[src/rtl/joy_db15_pkg.sv]
// rtl/joy_db15_pkg.sv - shared types and constants for the DB15 joystick responder
package joy_db15_pkg;

  typedef enum logic [1:0] {
    IDLE  = 2'd0,
    LOAD  = 2'd1,
    SHIFT = 2'd2
  } joy_state_e;

  localparam int WORD_BITS_DEF = 16;
  localparam int FRAME_BITS    = 2 * WORD_BITS_DEF;

  // Button bit positions inside each player's word
  localparam int BTN_R      = 0;
  localparam int BTN_L      = 1;
  localparam int BTN_D      = 2;
  localparam int BTN_U      = 3;
  localparam int BTN_FIRE   = 4;
  localparam int BTN_START1 = 5;
  localparam int BTN_START2 = 6;
  localparam int BTN_COIN   = 7;

endpackage

[src/rtl/joy_db15_pin_cond.sv]
// rtl/joy_db15_pin_cond.sv - pin synchronizer, consecutive-sample filter and edge pulses
module db15_pin_cond #(
  parameter int SYNC_STAGES = 2,
  parameter int FILTER      = 2
) (
  input  logic clk,
  input  logic rst,
  input  logic pin,
  output logic level,
  output logic rise,
  output logic fall
);

  localparam int CW = (FILTER > 1) ? $clog2(FILTER) : 1;

  logic [SYNC_STAGES-1:0] sync_q, sync_d;
  logic [CW-1:0]          cnt_q, cnt_d;
  logic                   level_q, level_d;
  logic                   prev_q, prev_d;
  logic                   sync_out;

  assign sync_out = sync_q[SYNC_STAGES-1];

  // Shift the pin through the synchronizer and accept a new level only after
  // FILTER consecutive samples that disagree with the current filtered level
  always_comb begin
    sync_d  = {sync_q[SYNC_STAGES-2:0], pin};
    cnt_d   = '0;
    level_d = level_q;
    prev_d  = level_q;
    if (sync_out != level_q) begin
      if (cnt_q == CW'(FILTER - 1)) begin
        level_d = sync_out;
      end else begin
        cnt_d = cnt_q + 1'b1;
      end
    end
  end

  // Pins idle high, so everything presets to 1 and no edge appears out of reset
  always_ff @(posedge clk or posedge rst) begin
    if (rst) begin
      sync_q  <= '1;
      cnt_q   <= '0;
      level_q <= 1'b1;
      prev_q  <= 1'b1;
    end else begin
      sync_q  <= sync_d;
      cnt_q   <= cnt_d;
      level_q <= level_d;
      prev_q  <= prev_d;
    end
  end

  assign level = level_q;
  assign rise  = level_q & ~prev_q;
  assign fall  = ~level_q & prev_q;

endmodule

[src/rtl/joy_db15_tx.sv]
// rtl/joy_db15_tx.sv - device-side DB15 joystick shift-chain responder
module joy_db15_tx
  import joy_db15_pkg::*;
#(
  parameter int SYNC_STAGES = 2,
  parameter int FILTER      = 2,
  parameter int WORD_BITS   = WORD_BITS_DEF,
  parameter int TIMEOUT     = 4096
) (
  input  logic                 clk,
  input  logic                 reset,
  input  logic [WORD_BITS-1:0] joystick1,
  input  logic [WORD_BITS-1:0] joystick2,
  input  logic                 joy_load,
  input  logic                 joy_clk,
  output logic                 joy_data,
  output logic                 busy,
  output logic [5:0]           bit_index,
  output logic                 frame_done,
  output logic                 timeout_err
);

  localparam int FW = 2 * WORD_BITS;
  localparam int TW = $clog2(TIMEOUT + 1);

  logic load_level, load_rise, load_fall;
  logic clk_level, clk_rise, clk_fall;
  logic unused_pins;

  db15_pin_cond #(.SYNC_STAGES(SYNC_STAGES), .FILTER(FILTER)) u_load_cond (
    .clk   (clk),
    .rst   (reset),
    .pin   (joy_load),
    .level (load_level),
    .rise  (load_rise),
    .fall  (load_fall)
  );

  db15_pin_cond #(.SYNC_STAGES(SYNC_STAGES), .FILTER(FILTER)) u_clk_cond (
    .clk   (clk),
    .rst   (reset),
    .pin   (joy_clk),
    .level (clk_level),
    .rise  (clk_rise),
    .fall  (clk_fall)
  );

  // Load is level-driven so a held-low strobe keeps the chain transparent
  assign unused_pins = &{load_fall, clk_level, clk_fall};

  joy_state_e    state_q, state_d;
  logic [FW-1:0] shreg_q, shreg_d;
  logic [5:0]    bit_index_q, bit_index_d;
  logic          joy_data_q, joy_data_d;
  logic          frame_done_q, frame_done_d;
  logic          timeout_err_q, timeout_err_d;
  logic [TW-1:0] tmo_q, tmo_d;

  // Next-state and output logic; a low load always wins over a clock rise
  always_comb begin
    state_d       = state_q;
    shreg_d       = shreg_q;
    bit_index_d   = bit_index_q;
    joy_data_d    = joy_data_q;
    frame_done_d  = 1'b0;
    timeout_err_d = 1'b0;
    tmo_d         = '0;

    case (state_q)
      IDLE: begin
        joy_data_d  = 1'b1;
        bit_index_d = '0;
        shreg_d     = '1;
        if (!load_level) begin
          state_d    = LOAD;
          shreg_d    = {~joystick2, ~joystick1};
          joy_data_d = ~joystick1[0];
        end
      end

      LOAD: begin
        bit_index_d = '0;
        if (load_rise) begin
          state_d = SHIFT;
        end else begin
          shreg_d    = {~joystick2, ~joystick1};
          joy_data_d = ~joystick1[0];
        end
      end

      SHIFT: begin
        if (!load_level) begin
          state_d     = LOAD;
          shreg_d     = {~joystick2, ~joystick1};
          joy_data_d  = ~joystick1[0];
          bit_index_d = '0;
        end else if (clk_rise) begin
          if (bit_index_q == 6'(FW - 1)) begin
            state_d      = IDLE;
            frame_done_d = 1'b1;
            joy_data_d   = 1'b1;
            bit_index_d  = '0;
            shreg_d      = '1;
          end else begin
            shreg_d     = {1'b1, shreg_q[FW-1:1]};
            joy_data_d  = shreg_q[1];
            bit_index_d = bit_index_q + 6'd1;
          end
        end else if (tmo_q >= TW'(TIMEOUT - 1)) begin
          state_d       = IDLE;
          timeout_err_d = 1'b1;
          joy_data_d    = 1'b1;
          bit_index_d   = '0;
          shreg_d       = '1;
        end else begin
          tmo_d = tmo_q + 1'b1;
        end
      end

      default: begin
        state_d     = IDLE;
        joy_data_d  = 1'b1;
        bit_index_d = '0;
        shreg_d     = '1;
      end
    endcase
  end

  // State and output registers; reset drops everything to the released pin state
  always_ff @(posedge clk or posedge reset) begin
    if (reset) begin
      state_q       <= IDLE;
      shreg_q       <= '1;
      bit_index_q   <= '0;
      joy_data_q    <= 1'b1;
      frame_done_q  <= 1'b0;
      timeout_err_q <= 1'b0;
      tmo_q         <= '0;
    end else begin
      state_q       <= state_d;
      shreg_q       <= shreg_d;
      bit_index_q   <= bit_index_d;
      joy_data_q    <= joy_data_d;
      frame_done_q  <= frame_done_d;
      timeout_err_q <= timeout_err_d;
      tmo_q         <= tmo_d;
    end
  end

  assign joy_data    = joy_data_q;
  assign busy        = (state_q != IDLE);
  assign bit_index   = bit_index_q;
  assign frame_done  = frame_done_q;
  assign timeout_err = timeout_err_q;

endmodule
[config.mk]
export PLATFORM = sky130hd
export DESIGN_NAME = joy_db15_tx
export DESIGN_NICKNAME = d
export VERILOG_FILES = /design/src/rtl/joy_db15_pkg.sv /design/src/rtl/joy_db15_pin_cond.sv /design/src/rtl/joy_db15_tx.sv
export SDC_FILE = /design/constraint.sdc
export NUM_CORES = 1
export LEC_CHECK = 0
export CAP_MARGIN = 20
export CORE_MARGIN = 4
export CORE_UTILIZATION = 45
export CTS_BUF_LIST = sky130_fd_sc_hd__clkbuf_8
export CTS_CLUSTER_SIZE = 16
export DETAILED_ROUTE_END_ITERATION = 16
export DONT_BUFFER_PORTS = 1
export PLACE_DENSITY = 0.66
export RECOVER_POWER = 100
export SYNTH_ARGS = -nofsm -noshare
export SYNTH_HDL_FRONTEND = slang
export SYNTH_SLANG_ARGS = --single-unit
[constraint.sdc]
create_clock -name clk -period 4 [get_ports clk]
set_input_delay 0.6 -clock clk [delete_from_list [all_inputs] [get_ports clk]]
set_output_delay 0.6 -clock clk [all_outputs]
set_load 0.005 [all_outputs]
Yosys cells after proc, flatten, opt, wreduce, memory -nomap -nowiden
Cells that the tools add are included.
{"block": "totals", "out_inout_bits": 10, "in_bits": 36, "reg_bits": 66, "elab_cells": 85}
{"block": "op_classes", "muxes": 42, "n_bitwise": 7, "magnitude_cmp": 1, "n_eq_ne": 10, "addsub": 4, "reduce_logical": 6}
{"op": "2-to-1 mux 32 bit", "n": 5}
{"op": "one-hot mux 32 bit (3 select lines)", "n": 1}
{"op": "2-to-1 mux 13 bit", "n": 4}
{"op": "inverter 16 bit", "n": 2}
{"op": "2-to-1 mux 31 bit", "n": 1}
{"op": "2-to-1 mux 6 bit", "n": 5}
{"op": "2-to-1 mux 1 bit", "n": 18}
{"op": "adder 13 x 1 -> 13 bit, second input constant", "n": 1}
{"op": "greater-or-equal comparator 13 x 12 -> 1 bit, second input constant", "n": 1}
{"op": "2-to-1 mux 2 bit", "n": 6}
{"op": "!= test 4 bit, second input constant", "n": 2}
{"op": "adder 6 x 1 -> 6 bit, second input constant", "n": 1}
{"op": "== test 6 x 5 -> 1 bit, second input constant", "n": 1}
{"op": "!= test 2 bit, second input constant", "n": 3}
{"op": "one-hot mux 2 bit (3 select lines)", "n": 1}
{"op": "AND reduction 2 bit", "n": 3}
{"op": "AND reduction 4 bit", "n": 1}
{"op": "inverter 1 bit", "n": 3}
{"op": "one-hot mux 1 bit (3 select lines)", "n": 1}
{"op": "adder 1 bit, second input constant", "n": 2}
{"op": "AND 1 bit", "n": 2}
{"op": "== test 2 x 1 -> 1 bit, second input constant", "n": 1}
{"op": "== test 2 bit, second input constant", "n": 1}
{"op": "zero test 2 bit", "n": 1}
{"op": "2 further kinds", "n": 3}

Depth between registers and ports, before layout
Gate-level depths: netlist (run 1).
{"block": "logic_depth", "word_depth": 5, "depth_mapped": 7, "depth_no_buf": 5}

Hierarchy
A second synthesis (run 1) with hierarchy kept.
{"block": "unflattened", "cells_unflattened": 238, "area_unflattened_um2": 3116.7}
{"module": "joy_db15_tx", "seq_area_each_um2": 1416.4, "cells_per_inst": 216, "n_inst": 1, "area_each_um2": 2773.9}
{"module": "db15_pin_cond", "seq_area_each_um2": 130.1, "cells_per_inst": 11, "n_inst": 2, "area_each_um2": 171.4}

Least setup slack after synthesis (run 1)
No wires, ideal clock.
{"block": "synth_path", "kind": "register to register", "startpoint": "register tmo_q[0]", "endpoint": "register joy_data_q (netlist: joy_data)", "synth_period_minus_slack_ps": 1795, "stages_incl_launch_ff": 7, "path_buffers": 1, "t_arrival_ps": 1725, "required_ps": 3930, "setup_ps": 70, "slack_ps": 2205, "path_cell_list": "dfrtp_1 -> ha_1 -> a21oi_1 -> nor4_4 -> o31ai_2 -> buf_6 -> o2bb2ai_2"}
{"block": "synth_via", "elab_chain_cells": 3}
{"element": "from (decl)", "line_no": "joy_db15_tx.sv:57", "text": "logic [TW-1:0] tmo_q, tmo_d;"}
{"element": "from (signal assigned)", "line_no": "joy_db15_tx.sv:146", "text": "tmo_q <= tmo_d;"}
{"element": "greater-or-equal comparator 13 x 12 -> 1 bit", "line_no": "joy_db15_tx.sv:109", "text": "end else if (tmo_q >= TW'(TIMEOUT - 1)) begin"}
{"element": "!= test 4 bit (no source line)"}
{"element": "AND reduction 2 bit (no source line)"}
{"element": "to (signal assigned)", "line_no": "joy_db15_tx.sv:143", "text": "joy_data_q <= joy_data_d;"}
{"element": "to (decl)", "line_no": "joy_db15_tx.sv:54", "text": "logic joy_data_q, joy_data_d;"}
Every way passes these cells.
A chain may end at the register's enable or synchronous reset.

Worst setup path after layout (run 1)
{"block": "layout_path", "startpoint": "register state_q[0]", "endpoint": "register shreg_q[16]"}
{"block": "layout_via", "elab_chain_cells": 3, "word_cells_on_any_way": 7, "classes_between": "eq/ne: 4; mux: 1; reduce/logical: 2"}
{"element": "from (decl)", "line_no": "joy_db15_tx.sv:51", "text": "joy_state_e state_q, state_d;"}
{"element": "from (signal assigned)", "line_no": "joy_db15_tx.sv:140", "text": "state_q <= state_d;"}
{"element": "== test 2 bit / == test 2 x 1 -> 1 bit (equally long branches)", "line_no": "joy_db15_tx.sv:69", "text": "case (state_q)"}
{"element": "!= test 4 bit (no source line) / != test 2 bit (equally long branches)"}
{"element": "AND reduction 2 bit (no source line)"}
{"element": "to (signal assigned)", "line_no": "joy_db15_tx.sv:141", "text": "shreg_q <= shreg_d;"}
{"element": "to (decl)", "line_no": "joy_db15_tx.sv:52", "text": "logic [FW-1:0] shreg_q, shreg_d;"}
Several ways; a longest one is shown, not always the timed one.

==> results of run 1 <==
[kinds of logic (layout without fill, tap and decap cells)]
family,after synthesis,in the layout,synth area share (%)
AO/OA/AOI/OAI,76,76,24.4
XOR/XNOR,12,12,3.17
adder cells (fa/ha/maj),2,2,0.755
buffers and inverters,22,26,4.46
flip-flops,65,65,50.6
multiplexers,4,4,1.28
other,1,1,0.113
AND/OR/NAND/NOR,87,87,15.2
[per-stage QoR]
| step | setup WS (ns) | instance area [um^2] | util, % | hold slack [ns] |
|---|---|---|---|---|
| 2_1_floorplan | 1.84 | 3310 | - | 0.345 |
| 3_3_place_gp | 1.71 | 3380 | 46.8 | 0.346 |
| 3_5_place_dp | 1.63 | 3380 | 46.8 | 0.347 |
| 4_1_cts | 1.61 | 3610 | 50.0 | 0.226 |
| 5_1_grt | 0.722 | 3560 | 49.4 | 0.221 |
| 6_report | 1.14 | 3560 | 49.4 | 0.245 |
[power by group]
| group | internal (mW) | switching, mW | total (mW) | leakage (nW) |
|---|---|---|---|---|
| logic | 0.377 | 0.475 | 0.852 | 0.480 |
| registers | 1.01 | 0.164 | 1.17 | 0.760 |
| clock network | 0.410 | 0.254 | 0.663 | 0.125 |
[final timing paths]
kind / startpoint / to / slack (ns) / depth (start not counted)
setup reg to reg: state_q[0] / shreg_q[16] / 1.14 / 4
setup / recovery: state_q[0] / shreg_q[16] / 1.14 / 4
min in group asynchronous: reset / tmo_q[2] / 0.70 / 1
hold reg to reg: u_clk_cond.sync_q[0] / u_clk_cond.sync_q[1] / 0.36 / 0
max in group asynchronous: reset / state_q[0] / 1.76 / 2
hold / removal: joy_load / u_load_cond.sync_q[0] / 0.25 / 0
[layout by cell type, fill, tap and decap left out, types with 2 or more instances in the layout]
cell type	n
o2bb2ai_2	30
or3_1	2
mux2_2	2
inv_1	5
o21ai_0	2
a31oi_1	2
clkbuf_8	9
dfrtp_1	25
dfstp_2	37
xor2_1	6
bufinv_16	3
o2bb2ai_1	2
or2_2	2
nor4_1	3
xnor2_1	6
and3_1	2
nor2_4	7
ha_1	2
a21oi_1	3
dfstp_1	3
nor2_1	10
clkinv_2	2
buf_4	5
nand3_1	9
mux2i_1	2
nor3_1	2
nand2_1	37
nand4_1	3
o211ai_1	31
[worst reg2reg max path: cells and delay by family, from the launching register on]
| family | cells | cell delay [ns] |
|---|---|---|
| flops | 1 | 0.40 |
| simple gates | 1 | 0.24 |
| compound gates | 2 | 0.30 |
| mux | 1 | 1.83 |
[synth_stat cells (all sizes together), types with 3 or more instances]
master | instances | share of area (%)
nor3 | 3 | 0.60
dfstp | 40 | 32
clkbuf | 6 | 0.68
dfrtp | 25 | 19
nand3 | 9 | 1.4
xnor2 | 6 | 1.6
xor2 | 6 | 1.6
nand2 | 38 | 4.4
buf | 12 | 3.3
nor4 | 3 | 1.0
inv | 4 | 0.45
a21oi | 3 | 0.45
nand4 | 4 | 1.2
o2bb2ai | 32 | 14
nor2 | 18 | 4.2
o211ai | 31 | 7.0
[flip-flops by register name, summed over array words and instances (netlist names)]
signal              flops
u_clk_cond.prev_q       1
u_clk_cond.sync_q       2
u_clk_cond.level        1
bit_index               6
timeout_err             1
frame_done              1
joy_data                1
u_clk_cond.cnt_q        1
u_load_cond.cnt_q       1
u_load_cond.prev_q      1
state_q                 2
u_load_cond.level       1
shreg_q                31
u_load_cond.sync_q      2
tmo_q                  13
[metal layers]
metal  wire, um  share of wire (%)
met4        130                2.1
met1       2810                 44
met5          0                  0
met2       3040                 48
met3        332                5.3
[cell type report]
cell class / instances / area, um^2 / area share [%]
sequential: 65 / 1680 / 47.1
multi-input combinational: 182 / 1470 / 41.3
clock buffer: 9 / 124 / 3.48
tap: 99 / 124 / 3.48
clock inverter: 7 / 110 / 3.09
timing repair buffer: 6 / 41.3 / 1.16
inverter: 4 / 15.0 / 0.421
==> impl_metrics.toml, run 1 <==
[global_routing]
busiest_layer = "met2"
use_met1_pct = 20.3
met3_usage_pct = 4.73
grt_pass1_wl_um = 10800
grt_pass1_vias = 2194
grtUsageTotal_pct = 15.9
antenna_found_initial = 0
gr-usage-met2_pct = 24.5
grt_remaining_overflow = 0
grt_start_max_net_pins = 49

[setup_path]
path_buf_inv = 0
cp.required_ns = 4.27
crit_chain = "mux2i_1, nand2_1, o211ai_1, o2bb2ai_2"
critical_path_arrival_ns = 3.13
cp-end-kind = "register"
slowest_stage = "mux2i_1"
crit_path_max_fanout = 32
max_stage_delay_ns = 1.83
worst-setup-path-type = "register to register"
crit_family = "multiplexers"
start_kind = "register"

[clock_tree]
clk_path_buf_depth = 2
cts_tree = "yes"
clk_pin_slew_ns = 0.08
cts_root_buf = "clkbuf_8"
cts_hold_buf = 0
cts_resized = 0
clock_sinks = 65
postCtsSetupBuffers = 0
clk_latency_ns = 0.35
htreeDepth = 3
cts_made_buffers = 9

[pwr]
p_leak_nw = 1.36
power.density_nw_per_um2 = 754
irDropWorstVdd_v = 0.000299
power.total_mw = 2.69

[routing]
num_vias = 2087
drt-pass1-iter-count = 4
drcViolationCount = 0
drt-total-wl_um = 6310
dr.first_iter.drc_count = 69
wire_per_inst_um = 17.0
ant_nets = 0
vias_per_cell = 5.61

[logic_synthesis]
syn_area_per_cell_um2 = 12.3
yosysWarnings = 0
netlist_instances = 269
syn_area_um2 = 3310
async_flop_share_pct = 100
synth_enable_flop_cells = 0
ys.flop_type = "dfstp_2"
ys_seq_area_share_pct = 50.6
syn-num-nets = 307
ys_types = 46
ys_seq_elements = 65

[cells_and_area]
antenna_cells = 0
nFillCells = 672
areaGrowthSynthToFinish_pct = 7.59
drive_above_1_share_pct = 38.5
layout.cells.non_filler = 372
nets = 306

[place]
hpwlAfterDp_um = 4220
dp.cells = 356
gp_congestion = 0.733
port_buffers = 0

[timing]
tns_ns = 0
tightestPinTransition_ns = 2.37
fmax_ghz = 0.350
slew_headroom_pct = -62.3
drv_slew = 82
hold_violations = 0
post-route-period-util_pct = 71.5
min_period_ns = 2.86
rsz0062_at_grt = "false"
skew_ns = 0.0140
setup_viol = 0

[floorplanning]
io_pins = 46
dieArea_um2 = 8800
chipWidth_um = 93.8
rows = 31
dieHeight_um = 93.8
core-area_um2 = 7210
start_util_pct = 45.9

[job]
max_cap_violations = 2

[run_status]
status = "complete, but fails checks"
failed_checks = "max-capacitance violations, max-slew violations"

[hold_path]
min_path_type = "primary input to register"
(Power assumes the default switching activity.)
==> run 2: changes to the inputs <==
--- a/config.mk
+++ b/config.mk
@@ -12,7 +12,7 @@
 export CTS_CLUSTER_SIZE = 16
 export DETAILED_ROUTE_END_ITERATION = 16
 export DONT_BUFFER_PORTS = 1
-export PLACE_DENSITY = 0.66
+export PLACE_DENSITY = 0.68
 export RECOVER_POWER = 100
 export SYNTH_ARGS = -nofsm -noshare
 export SYNTH_HDL_FRONTEND = slang
==> constraint.sdc (replaced) <==
create_clock -name clk -period 2.51 [get_ports clk]
set_input_delay 0.3765 -clock clk [delete_from_list [all_inputs] [get_ports clk]]
set_output_delay 0.3765 -clock clk [all_outputs]
set_load 0.005 [all_outputs]
==> run 2 against run 1 <==
  * The flow now finishes without violations
  * Clock-buffer cell count unchanged
  * Hold slack got worse by 0.14 ns
  * Worst setup slack got worse by 0.81 ns
  * Power increased by 41%
  * Register-to-register slack got worse by 0.81 ns
  * First-iteration DRC count increased by 43%
  * Clock skew decreased by 0.0015 ns
  * Clock power increased by 28%
  * Global-route usage decreased by 0.46 points
  * Via count decreased by 1.1%
==> impl_metrics.toml, run 2 (synthesis gave the netlist of run 1 again) <==
[setup_path]
crit_path_max_fanout = 32
start_kind = "register"
cp.required_ns = 2.74
worst-setup-path-type = "register to register"
rr_startpoint = "u_load_cond.level"
cp-end-kind = "register"
critical_path_arrival_ns = 2.41
crit_path_start = "u_load_cond.level"

[cells_and_area]
utilization_pct = 46.5
antenna_cells = 0
drive_above_1_share_pct = 25.4
largest_reg_flops = 31
final_cell_mix = "nand2_1 (38), dfstp_2 (37), o211ai_1 (31), o2bb2ai_1 (31), dfrtp_1 (25)"
layout.cells.non_filler = 375
regArea_um2 = 1680
multi_input_area_um2 = 1250
regMostFlops = "shreg_q"
nFillCells = 712
nets = 309
layout_commonest_cell = "nand2_1"
areaGrowthSynthToFinish_pct = 1.32

[place]
dp.cells = 357
port_buffers = 0
gp_congestion = 0.865
hpwlAfterDp_um = 3920

[routing]
drcViolationCount = 0
dr.first_iter.drc_count = 99
ant_nets = 0
wire_per_inst_um = 16.6
vias_per_cell = 5.50
drt-pass1-iter-count = 4
drt-total-wl_um = 6210
num_vias = 2063

[clock_tree]
clk_latency_ns = 0.34
cts_resized = 0
cts_made_buffers = 9
cts_root_buf = "clkbuf_8"
cts_tree = "yes"
clk_pin_slew_ns = 0.07
clk_path_buf_depth = 2
clock_sinks = 65
htreeDepth = 3

[floorplanning]
chipWidth_um = 93.8
core-area_um2 = 7210
io_pins = 46
rows = 31
dieArea_um2 = 8800
dieHeight_um = 93.8
start_util_pct = 45.9

[run_status]
status = "complete, no violations"

[job]
max_cap_violations = 0

[timing]
skew_ns = 0.0125
tightestPinTransition_ns = 1.30
min_period_ns = 2.18
rsz0062_at_grt = "false"
post-route-period-util_pct = 86.8
setup_viol = 0
slew_headroom_pct = 13.2
hold_violations = 0
tns_ns = 0
drv_slew = 0
fmax_ghz = 0.459

[global_routing]
grt_pass1_wl_um = 10700
grtUsageTotal_pct = 15.4
antenna_found_initial = 0
grt_pass1_vias = 2233
grt_start_max_net_pins = 38
grt_remaining_overflow = 0

[hold_path]
hp-start = "joystick2[15]"
min_path_type = "primary input to register"

[pwr]
power.density_nw_per_um2 = 1130
irDropWorstVdd_v = 0.000569
p_leak_nw = 1.33
run 2: changes by cell type in the layout (fill, tap and decap cells not counted), moves of 3 or more:
cell,previous run,this run
o2bb2ai_2,30,1
o2bb2ai_1,2,31
buf_12,0,3
nor2_1,10,17
nor2_4,7,1
buf_4,5,1
run 2: area by class of cell:
cell class	count	area share [%]
Clock buffer	9	3.69
Sequential cell	65	50.0
Multi-Input combinational cell	182	37.2
Clock inverter	7	1.94
Inverter	4	0.447
Tap cell	99	3.69
Timing Repair Buffer	9	3.06
run 2: worst paths after layout:
kind / slack [ns] / endpoint / cells after the start
worst max-delay path: 0.33 / shreg_q[31] / 5
worst min-delay path: 0.10 / shreg_q[31] / 1
worst max register to register: 0.33 / shreg_q[31] / 5
worst min register to register: 0.36 / u_load_cond.sync_q[1] / 0
max in group asynchronous: 0.82 / tmo_q[5] / 2
min in group asynchronous: 0.30 / tmo_q[3] / 1
run 2: worst max-delay path: stages, from the launching register on:
cell,delay (ns)
dfstp_1,0.62
and3b_1,0.33
nand2_1,0.19
o31ai_4,0.19
buf_2,0.56
a22oi_1,0.18
run 2: report_power, final:
group          total (mW)  internal (mW)  switching (mW)
sequential           1.82           1.60           0.218
combinational        1.12          0.472           0.646
clock               0.847          0.452           0.395
run 2: repair_timing:
item,4_1_cts,5_1_grt
setup buffers,0,0
endpoints found under the hold margin,0,2
hold buffers,0,2
run 2: stage by stage:
stage                     instance area, um^2  hold slack [ns]  setup slack (ns)  power (mW)
after floorplan                          3310            0.345             0.573        3.03
after global placement                   3440            0.347             0.609        3.26
after detailed placement                 3440            0.350             0.510        3.30
after CTS                                3630          0.00812             0.497        4.18
after global routing                     3360           0.0820             0.169        4.08
final                                    3360            0.101             0.330        3.78
run 2: routing by layer:
| metal | vias to the layer above | wire length, um | global-route usage (%) |
|---|---|---|---|
| li1 | 988 | - | - |
| met1 | 1028 | 2830 | 19.9 |
| met2 | 39 | 2980 | 24.2 |
| met3 | 8 | 327 | 5.45 |
| met4 | 0 | 71 | 4.69 |
| met5 | - | 0 | 0 |
==> run 3: changes to the inputs <==
--- a/config.mk
+++ b/config.mk
@@ -5,14 +5,14 @@
 export SDC_FILE = /design/constraint.sdc
 export NUM_CORES = 1
 export LEC_CHECK = 0
+export BUFFER_PORTS_ARGS = -buffer_cell sky130_fd_sc_hd__buf_2
 export CAP_MARGIN = 20
 export CORE_MARGIN = 4
 export CORE_UTILIZATION = 45
 export CTS_BUF_LIST = sky130_fd_sc_hd__clkbuf_8
 export CTS_CLUSTER_SIZE = 16
 export DETAILED_ROUTE_END_ITERATION = 16
-export DONT_BUFFER_PORTS = 1
-export PLACE_DENSITY = 0.68
+export PLACE_DENSITY = 0.74
 export RECOVER_POWER = 100
 export SYNTH_ARGS = -nofsm -noshare
 export SYNTH_HDL_FRONTEND = slang
==> run 3 against run 2 <==
  * The run now ends with max-capacitance violations, max-slew violations left
  * Cell count is 11% higher
  * Combinational power is 11% higher
  * Design area increased by 9.9%
  * Power up 6.6%
  * Hold slack improved by 0.032 ns
  * Fmax fell by 5.2%
  * Highest routed layer unchanged
==> impl_metrics.toml, run 3 (synthesis gave the netlist of run 1 again) <==
[setup_path]
cp-end-kind = "register"
start_kind = "register"
rr_startpoint = "tmo_q[0]"
worst-setup-path-type = "register to register"
crit_path_max_fanout = 11
r2r_slack_ns = 0.21
r2r_end = "tmo_q[2]"
cp.required_ns = 2.71
rr_worst_depth = 6
critical_path_arrival_ns = 2.50

[floorplanning]
start_util_pct = 45.9
io_pins = 46
rows = 31
dieArea_um2 = 8800
core-area_um2 = 7210
dieHeight_um = 93.8
chipWidth_um = 93.8

[hold_path]
hold_depth = 1
hp-start = "joy_load"
min_path_type = "primary input to register"
min_to = "u_load_cond.sync_q[0]"

[cells_and_area]
areaGrowthSynthToFinish_pct = 11.3
final_cell_mix = "buf_2 (40), dfstp_2 (38), nand2_1 (37)"
antenna_cells = 0
fin_area_um2 = 3690
layout_commonest_cell = "buf_2"
nets = 352
largest_reg_flops = 31
drive_above_1_share_pct = 42.3
regMostFlops = "shreg_q"

[run_status]
failed_checks = "max-capacitance violations, max-slew violations"
status = "complete, but fails checks"

[pwr]
irDropWorstVdd_v = 0.000477
power.density_nw_per_um2 = 1090
power.total_mw = 4.03
p_leak_nw = 1.51

[clock_tree]
clk_latency_ns = 0.34
cts_hold_buf = 0
cts_resized = 0
cts_root_buf = "clkbuf_8"
clk_path_buf_depth = 2
postCtsSetupBuffers = 0
htreeDepth = 3
cts_made_buffers = 9
clk_pin_slew_ns = 0.07
clock_sinks = 65
cts_tree = "yes"

[global_routing]
antenna_found_initial = 0
grt_remaining_overflow = 0
grt_pass1_wl_um = 11200
grt_pass1_vias = 2295
grtUsageTotal_pct = 16.1
grt_start_max_net_pins = 66

[place]
dpl-instance-area_um2 = 3620
gp_congestion = 0.796
port_buffers = 45
hpwlAfterDp_um = 4030
preCtsSetupSlack_ns = 0.137

[timing]
tns_ns = 0
post-route-period-util_pct = 91.6
drv_slew = 66
min_period_ns = 2.30
skew_ns = 0.00868
slew_headroom_pct = -3.37
setup_viol = 0
worst_hold_slack_ns = 0.133
layout_setup_ws_ns = 0.211
hold_violations = 0
rsz0062_at_grt = "false"
tightestPinTransition_ns = 1.55
fmax_ghz = 0.435

[routing]
vias_per_cell = 5.33
drcViolationCount = 0
wire_per_inst_um = 14.9
drt-pass1-iter-count = 4
drt-total-wl_um = 6220
num_vias = 2229
dr.first_iter.drc_count = 107
ant_nets = 0

[job]
max_cap_violations = 1
## run 3: per-stage QoR
step,utilization [%],std cells
finish,51.1,418
CTS,53.2,418
global route,51.1,418
global placement,50.2,402
floorplan,-,269
detailed placement,50.2,402
## run 3: worst max-delay path by stage
stage,from,end,cells past startpoint
2_1_floorplan,reset,bit_index[0],1
3_3_place_gp,tmo_q[0],shreg_q[17],6
3_5_place_dp,tmo_q[0],shreg_q[17],6
4_1_cts,tmo_q[0],shreg_q[17],6
5_1_grt,tmo_q[0],tmo_q[2],6
6_report,tmo_q[0],tmo_q[2],6
## run 3: layout make-up
class	instances	area, um^2
inverter	4	15.0
multi-input combinational	182	1400
timing repair buffer	52	262
sequential	65	1680
fill	659	3530
clock inverter	7	86.3
tap	99	124
clock buffer	9	124
## run 3: worst max-delay path, cell delays in order (launching register included)
cell and delay, ns:
dfrtp_1 0.43, ha_1 0.31, a21oi_1 0.11, nor4_4 0.44, or3_1 0.27, clkbuf_2 0.50, nor2_1 0.10
## run 3: layer usage
| layer | vias up | track usage [%] | wire, um |
|---|---|---|---|
| li1 | 1081 | - | - |
| met1 | 1089 | 22.9 | 2970 |
| met2 | 44 | 23.7 | 2900 |
| met3 | 15 | 2.64 | 237 |
| met4 | 0 | 8.06 | 114 |
| met5 | - | 0 | 0 |
## run 3: where the power goes
group / switching [mW] / total, mW / internal (mW)
clock network: 0.395 / 0.945 / 0.550
registers: 0.242 / 1.85 / 1.61
logic: 0.693 / 1.24 / 0.550
total: 1.33 / 4.03 / 2.71
